$ cat config.mk
export PLATFORM = sky130hd
export DESIGN_NAME = rv32i_mem1
export DESIGN_NICKNAME = d
export VERILOG_FILES = /design/src/rtl/rv32i_mem1.sv
export SDC_FILE = /design/constraint.sdc
export NUM_CORES = 1
export LEC_CHECK = 0
export BUFFER_PORTS_ARGS = -buffer_cell sky130_fd_sc_hd__buf_2
export CORE_MARGIN = 10
export CORE_UTILIZATION = 42
export CTS_BUF_LIST = sky130_fd_sc_hd__clkbuf_16
export DETAILED_ROUTE_END_ITERATION = 8
export PLACE_DENSITY = 0.77
export SYNTH_ARGS = -nofsm -noshare
export SYNTH_HDL_FRONTEND = slang
export SYNTH_SLANG_ARGS = --single-unit
$ cat constraint.sdc
create_clock -name clk -period 1.7 [get_ports clk]
set_input_delay 0 -clock clk [delete_from_list [all_inputs] [get_ports clk]]
set_output_delay 0 -clock clk [all_outputs]
set_load 0.01 [all_outputs]
$ cat src/rtl/rv32i_mem1.sv
// rv32i_mem1: RV32I memory-access stage with a req/ack data port, byte-lane steering and load extension.
// Optional feature: define RV32I_MISALIGN_TRAP_EN to trap misaligned H/W accesses instead of issuing them.
module rv32i_mem1 #(
   parameter int DM_AW = 32
) (
   input  logic             clk,
   input  logic             rst_n,
   input  logic             in_valid,
   output logic             in_ready,
   input  logic [31:0]      res_d_op,
   input  logic [31:0]      res_brt_dma,
   input  logic [31:0]      st_d,
   input  logic [4:0]       rd_a,
   input  logic             wb_req,
   input  logic             is_ld,
   input  logic             is_st,
   input  logic [2:0]       ls_sz,
   output logic             dm_req,
   output logic             dm_we,
   output logic [DM_AW-1:0] dm_addr,
   output logic [3:0]       dm_be,
   output logic [31:0]      dm_wdata,
   input  logic             dm_ack,
   input  logic [31:0]      dm_rdata,
   output logic             wb_valid,
   output logic             wb_en,
   output logic [4:0]       wb_rd_a,
   output logic [31:0]      wb_d,
   output logic             exc_mis,
   output logic [31:0]      exc_addr
);

   localparam logic [0:0] S_IDLE = 1'b0;
   localparam logic [0:0] S_BUSY = 1'b1;

   localparam logic [1:0] SZ_B = 2'd0;
   localparam logic [1:0] SZ_H = 2'd1;
   localparam logic [1:0] SZ_W = 2'd2;

   // Undefined funct3 width codes fall into the word class.
   function automatic logic [1:0] size_class(input logic [2:0] sz);
      case (sz)
         3'b000, 3'b100: return SZ_B;
         3'b001, 3'b101: return SZ_H;
         default:        return SZ_W;
      endcase
   endfunction

   function automatic logic [3:0] lane_be(input logic [1:0] cls, input logic [1:0] off);
      case (cls)
         SZ_B:    return 4'b0001 << off;
         SZ_H:    return off[1] ? 4'b1100 : 4'b0011;
         default: return 4'b1111;
      endcase
   endfunction

   function automatic logic [31:0] lane_wdata(input logic [1:0] cls, input logic [31:0] d);
      case (cls)
         SZ_B:    return {4{d[7:0]}};
         SZ_H:    return {2{d[15:0]}};
         default: return d;
      endcase
   endfunction

   function automatic logic [31:0] load_ext(input logic [1:0] cls, input logic uns,
                                            input logic [1:0] off, input logic [31:0] rdata);
      logic [7:0]  b;
      logic [15:0] h;
      b = rdata[{off, 3'b000} +: 8];
      h = off[1] ? rdata[31:16] : rdata[15:0];
      case (cls)
         SZ_B:    return uns ? {24'd0, b} : {{24{b[7]}}, b};
         SZ_H:    return uns ? {16'd0, h} : {{16{h[15]}}, h};
         default: return rdata;
      endcase
   endfunction

   logic [0:0]       state_q, state_d;
   logic             dm_req_q, dm_req_d;
   logic             dm_we_q, dm_we_d;
   logic [DM_AW-1:0] dm_addr_q, dm_addr_d;
   logic [3:0]       dm_be_q, dm_be_d;
   logic [31:0]      dm_wdata_q, dm_wdata_d;
   logic             wb_valid_q, wb_valid_d;
   logic             wb_en_q, wb_en_d;
   logic [4:0]       wb_rd_a_q, wb_rd_a_d;
   logic [31:0]      wb_d_q, wb_d_d;
   logic [1:0]       lat_cls_q, lat_cls_d;
   logic             lat_uns_q, lat_uns_d;
   logic [1:0]       lat_off_q, lat_off_d;
   logic             lat_ld_q, lat_ld_d;
   logic             lat_wen_q, lat_wen_d;
   logic [4:0]       lat_rd_q, lat_rd_d;

   logic [1:0]       in_cls;
   logic [1:0]       in_off;
   logic             is_mem;
   logic             acc_mis;

   assign in_cls = size_class(ls_sz);
   assign in_off = res_brt_dma[1:0];
   assign is_mem = is_ld | is_st;

   always_comb begin
`ifdef RV32I_MISALIGN_TRAP_EN
      acc_mis = ((in_cls == SZ_H) && in_off[0]) || ((in_cls == SZ_W) && (in_off != 2'b00));
`else
      acc_mis = 1'b0;
`endif
   end

   always_comb begin
      state_d    = state_q;
      dm_req_d   = dm_req_q;
      dm_we_d    = dm_we_q;
      dm_addr_d  = dm_addr_q;
      dm_be_d    = dm_be_q;
      dm_wdata_d = dm_wdata_q;
      wb_valid_d = 1'b0;
      wb_en_d    = 1'b0;
      wb_rd_a_d  = wb_rd_a_q;
      wb_d_d     = wb_d_q;
      lat_cls_d  = lat_cls_q;
      lat_uns_d  = lat_uns_q;
      lat_off_d  = lat_off_q;
      lat_ld_d   = lat_ld_q;
      lat_wen_d  = lat_wen_q;
      lat_rd_d   = lat_rd_q;
      case (state_q)
         S_IDLE: begin
            if (in_valid) begin
               if (!is_mem) begin
                  wb_valid_d = 1'b1;
                  wb_en_d    = wb_req & (rd_a != 5'd0);
                  wb_rd_a_d  = rd_a;
                  wb_d_d     = res_d_op;
               end else if (acc_mis) begin
                  // Trapped access retires at once without touching memory.
                  wb_valid_d = 1'b1;
                  wb_rd_a_d  = rd_a;
               end else begin
                  dm_req_d   = 1'b1;
                  dm_we_d    = is_st;
                  dm_addr_d  = {res_brt_dma[DM_AW-1:2], 2'b00};
                  dm_be_d    = lane_be(in_cls, in_off);
                  dm_wdata_d = lane_wdata(in_cls, st_d);
                  lat_cls_d  = in_cls;
                  lat_uns_d  = ls_sz[2];
                  lat_off_d  = in_off;
                  lat_ld_d   = is_ld;
                  lat_wen_d  = wb_req & is_ld & (rd_a != 5'd0);
                  lat_rd_d   = rd_a;
                  state_d    = S_BUSY;
               end
            end
         end
         default: begin
            if (dm_ack) begin
               dm_req_d   = 1'b0;
               wb_valid_d = 1'b1;
               wb_en_d    = lat_wen_q;
               wb_rd_a_d  = lat_rd_q;
               if (lat_ld_q) begin
                  wb_d_d = load_ext(lat_cls_q, lat_uns_q, lat_off_q, dm_rdata);
               end
               state_d    = S_IDLE;
            end
         end
      endcase
   end

   always_ff @(posedge clk or negedge rst_n) begin
      if (!rst_n) begin
         state_q    <= S_IDLE;
         dm_req_q   <= 1'b0;
         dm_we_q    <= 1'b0;
         dm_addr_q  <= '0;
         dm_be_q    <= 4'd0;
         dm_wdata_q <= 32'd0;
         wb_valid_q <= 1'b0;
         wb_en_q    <= 1'b0;
         wb_rd_a_q  <= 5'd0;
         wb_d_q     <= 32'd0;
         lat_cls_q  <= SZ_B;
         lat_uns_q  <= 1'b0;
         lat_off_q  <= 2'd0;
         lat_ld_q   <= 1'b0;
         lat_wen_q  <= 1'b0;
         lat_rd_q   <= 5'd0;
      end else begin
         state_q    <= state_d;
         dm_req_q   <= dm_req_d;
         dm_we_q    <= dm_we_d;
         dm_addr_q  <= dm_addr_d;
         dm_be_q    <= dm_be_d;
         dm_wdata_q <= dm_wdata_d;
         wb_valid_q <= wb_valid_d;
         wb_en_q    <= wb_en_d;
         wb_rd_a_q  <= wb_rd_a_d;
         wb_d_q     <= wb_d_d;
         lat_cls_q  <= lat_cls_d;
         lat_uns_q  <= lat_uns_d;
         lat_off_q  <= lat_off_d;
         lat_ld_q   <= lat_ld_d;
         lat_wen_q  <= lat_wen_d;
         lat_rd_q   <= lat_rd_d;
      end
   end

`ifdef RV32I_MISALIGN_TRAP_EN
   logic        exc_mis_q, exc_mis_d;
   logic [31:0] exc_addr_q, exc_addr_d;

   always_comb begin
      exc_mis_d  = (state_q == S_IDLE) && in_valid && is_mem && acc_mis;
      exc_addr_d = exc_mis_d ? res_brt_dma : exc_addr_q;
   end

   always_ff @(posedge clk or negedge rst_n) begin
      if (!rst_n) begin
         exc_mis_q  <= 1'b0;
         exc_addr_q <= 32'd0;
      end else begin
         exc_mis_q  <= exc_mis_d;
         exc_addr_q <= exc_addr_d;
      end
   end

   assign exc_mis  = exc_mis_q;
   assign exc_addr = exc_addr_q;
`else
   assign exc_mis  = 1'b0;
   assign exc_addr = 32'd0;
`endif

   assign in_ready = (state_q == S_IDLE);
   assign dm_req   = dm_req_q;
   assign dm_we    = dm_we_q;
   assign dm_addr  = dm_addr_q;
   assign dm_be    = dm_be_q;
   assign dm_wdata = dm_wdata_q;
   assign wb_valid = wb_valid_q;
   assign wb_en    = wb_en_q;
   assign wb_rd_a  = wb_rd_a_q;
   assign wb_d     = wb_d_q;

endmodule

======== Word level (Yosys, flattened, before mapping) ========
Cells that the tools add are included.
storage, ports and cells
  bits of input ports ..................... 143
  logic and storage cells ................. 76
  output and inout port bits .............. 143
  flip-flop bits (word level) ............. 120
operators by class
  bitwise logic cells ..................... 5
  multiplexer cells ....................... 33
  shift operators ......................... 2
  reduce and logical (&&, ||, !) cells .... 12
  equal/unequal tests ..................... 8
operators with widths
  kind                 number
  $mux 32              7
  $pmux 32 s2          2
  $shiftx 32x6->8      1
  $mux 5               4
  $mux 1               16
  $mux 16              1
  $reduce_and 3->1     3
  $pmux 4 s2           1
  $eq 3x3->1 const B   2
  $reduce_bool 5->1    1
  $eq 2x1->1 const B   2
  $logic_not 2->1      2
  $mux 4               1
  $ne 2x2->1 const B   2
  $pmux 2 s2           1
  $reduce_and 4->1     1
  $reduce_bool 2->1    2
  $reduce_or 2->1      2
  $shl 1x2->4 const A  1
  $and 1x1->1          3
  $eq 3x1->1 const B   1
  $logic_not 3->1      1
  $ne 2x1->1 const B   1
  $not 1->1            1
  $or 1x1->1           1

======== Logic depth before layout (Yosys ltp) ========
  word-level depth ........................ 6
  depth in mapped cells ................... 7
  mapped depth without buffers ............ 4

======== Worst setup path before layout ========
OpenSTA, ideal clock, no wires.
  path kind ............................... reg-to-reg
  start point ............................. reg state_q
  end point ............................... reg wb_d_q[10] (netlist: wb_d[10])
  cell stages (with the launch flop) ...... 8
  clock period less this slack ............ 1700 ps
  buffers on the path ..................... 3
  data arrival time ....................... 1575 ps
  required time ........................... 1574 ps
  setup time .............................. 126 ps
  slack ................................... 0 ps
  path through ............................ dfrtp_1 > buf_6 > or4b_4 > buf_6 > and2_1 > buf_6 > a21oi_1 > o22ai_1
on the way
  longest elaborated chain between the ends .. 2
  elaborated cells on any way between the ends .. 6
  classes of those cells .................. eq/ne: 3; mux: 1; reduce/logical: 2
ends and longest elaborated chain
  item                                                 line  source
  start, declared                                      78    logic [0:0] state_q, state_d;
  start signal, assigned                               191   state_q <= state_d;
  $ne 2x1->1 (no source line) (tied with other cells)  -
  $reduce_and 4->1 (no source line)                    -
  end signal, assigned                                 200   wb_d_q <= wb_d_d;
  end, declared                                        87    logic [31:0] wb_d_q, wb_d_d;
Several ways; a longest one is shown, not always the timed one.
A chain may end at the register's enable or synchronous reset.

======== Final worst setup path ========
Ends and elaborated chain as after synthesis.

==> key figures <==
Clock network
  • Worst-path clk slew: 0.06 ns
  • Total clock sinks: 120
  • Max Root-Sink Buffers: 2
  • Clock Latency Late Sink: 0.41 ns
  • Clock Tree Root: clkbuf_16
  • CTS tree: done
  • Cts bufs inserted: 17
  • H-tree levels: 4

Cells and area
  • FF/Latch Area: 3004 sq um
  • Most frequent cells in the layout: buf_2, dlygate4sd3_1, dfrtp_1
  • Area of the multi-input gates: 2628 sq um
  • Commonest non-fill, non-tap cell in the layout: buf_2
  • P&R area growth vs syn: 56.93%
  • Proportion of layout cells with a drive suffix above 1: 0.3862
  • Final #Nets: 1,101
  • # fillers: 971

Synthesis
  • Post-synthesis register bit count: 120
  • Largest family of logic cells by synthesized area: multiplexers
  • Avg Inst Size Synth: 10.45 sq um
  • Synth cell types: 38
  • Cell area after synthesis: 5964 sq um
  • Post-synthesis mux area share: 0.1823
  • Main synth FF type: dfrtp_1
  • Yosys warnings: 0
  • Synth Area in XOR/XNOR: 0
  • Area share of fa/ha/maj cells after synthesis: 0
  • Number of enable flip-flop cells after synthesis: 0
  • Post-synthesis sequential area ratio: 0.5035
  • Synth Area in Compound Gates: 0.1103
  • Asr flop ratio synth: 1.000
  • Simple-gate share of the synthesized area: 0.1213
  • Post-Syn Instances: 571

Global routing
  • Maximum number of pins on one net before global-route repair: 66
  • Grt met2 use: 0.3962
  • Initial antenna violation count: 3
  • Grt met3 use: 0.1048
  • Total grt overflow: 0
  • Vias in the first global route: 6,534
  • Total track usage: 0.2400
  • GRT Max-Usage Layer: met2
  • Met1 GRT Util: 0.2712
  • First-pass GRT wire length: 37,650 microns

Floorplanning
  • Starting density of the core: 0.4297
  • Die Ht: 139.2 microns
  • Die W: 139.2 microns
  • Io pins: 286
  • Core Region: 13,880 sq um
  • Site Rows: 43
  • Full die area: 19,370 sq um

Worst setup path
  • Crit path capture type: flop
  • WP data arrival: 1.92 ns
  • CP max FO: 9
  • Critical Path Source Type: flop
  • Critical path class: reg2reg
  • Critical path required time: 1.98 ns

Place
  • Routability Congestion: 0.8546
  • Post-DP HPWL: 15,580 microns
  • Worst slack at placement: -0.2014 ns
  • # port buffers: 250

Route
  • Routed len/inst: 20.37 microns
  • DR DRC count: 0
  • Drt via density: 5.229
  • Final ANT Viol Nets: 0
  • Total number of vias: 6,039
  • Post-Route WL: 23,520 microns
  • First-pass DRT Iterations: 5
  • Drt first-iter violations: 410

Worst hold path
  • Hold crit path type: in2reg

Timing
  • RSZ-0062 raised after global routing: no
  • PnR worst setup slack: 0.05954 ns
  • Final hold violations: 0
  • Fin crit share: 0.9650
  • Setup violators final: 0
  • Peak Freq: 0.6096 GHz
  • Max_slew headroom: 0.6224
  • Slew Limit Fails: 0
  • WHS: 0.03729 ns
  • Min Clock Period, post-route: 1.640 ns
  • Worst-margin pin slew: 0.5665 ns
  • Clk_skew: 0.008393 ns

Power and ir drop
  • LEAKAGE: 4.463 nW
  • Pwr/cell area: 1245 nW/um^2
  • Max VDD drop: 0.7851 mV

Status
  • Status: finished clean

Run
  • Max-cap viol count: 0
==> registers in the layout, summed over array words and instances (netlist names), 2 cells and up <==
register,flops
wb_rd_a,5
lat_off_q,2
dm_be,4
wb_d,32
lat_cls_q,2
dm_addr,30
dm_wdata,32
lat_rd_q,5
==> power breakdown <==
part	internal, mW	leakage (nW)	total [mW]	switching, mW
clock network	2.31	0.291	3.68	1.37
registers	3.70	1.41	4.22	0.519
logic	1.73	2.76	3.77	2.04
total	7.73	4.46	11.7	3.92
==> per-stage QoR <==
stage	TNS, ns	cell area [sq um]	instances	power (mW)	utilization
6_report	0	9360	1155	11.66	0.6743
5_1_grt	0	9358	1154	12.27	0.6741
4_1_cts	0	9318	1150	11.61	0.6713
3_5_place_dp	-2.912	7311	979	7.648	0.5267
3_3_place_gp	-2.476	7311	979	7.544	0.5267
2_1_floorplan	-0.003031	6092	605	6.088	-
==> layout make-up <==
type | count | share of cell area
Sequential cell | 120 | 0.3209
Timing Repair Buffer | 407 | 0.3072
Multi-Input combinational cell | 408 | 0.2807
Clock buffer | 17 | 0.04545
Tap cell | 180 | 0.02406
Clock inverter | 15 | 0.01885
Inverter | 4 | 0.001738
Antenna cell | 4 | 0.001069
==> synthesized netlist by cell type, drive strengths merged, types with 8 or more instances <==
cell type,n,area share
mux4,8,0.030
buf,56,0.069
a211oi,16,0.024
o21ai,48,0.040
dfrtp,120,0.50
nor3,30,0.025
mux2i,31,0.052
nor2,44,0.028
o22ai,9,0.0094
a21oi,36,0.031
nand2,79,0.051
clkbuf,17,0.011
mux2,53,0.10
==> critical path, stage by stage (launching register included) <==
cell and delay (ns):
dfrtp_1 0.42, or4b_4 0.55, and2_2 0.28, a21oi_1 0.17, o22ai_1 0.09
==> path summary, 6_finish.rpt <==
check,startpoint,to,slack (ns),cells past startpoint
worst max-delay path,state_q$_DFF_PN0_,wb_d[10]$_DFFE_PN0P_,0.06,4
worst min-delay path,dm_rdata[3],wb_d[3]$_DFFE_PN0P_,0.04,5
worst max register to register,state_q$_DFF_PN0_,wb_d[10]$_DFFE_PN0P_,0.06,4
worst min register to register,dm_req$_DFFE_PN0P_,dm_req$_DFFE_PN0P_,0.48,2
max in group asynchronous,rst_n,dm_addr[30]$_DFFE_PN0P_,0.91,3
min in group asynchronous,rst_n,wb_d[2]$_DFFE_PN0P_,0.16,2
==> metal layers <==
layer / routed length, microns / up-vias / share of wire
li1: - / 2703 / -
met1: 8594 / 2858 / 0.37
met2: 11400 / 431 / 0.48
met3: 2956 / 47 / 0.13
met4: 569 / 0 / 0.024
met5: 0 / - / 0
==> repair_timing <==
item                       4_1_cts  5_1_grt
gates resized for setup          4        4
buffers inserted                 0        1
hold endpoints to repair       152        0
hold buffers                   139        0
pin swaps                        0        2
setup endpoints to repair       18       30
cloned                           0        0
==> cell families after synthesis <==
family                 after synthesis
AO/OA/AOI/OAI                      113
buffers and inverters               77
flip-flops                         120
multiplexers                        92
other                                1
AND/OR/NAND/NOR                    168
(Power assumes the default switching activity.)
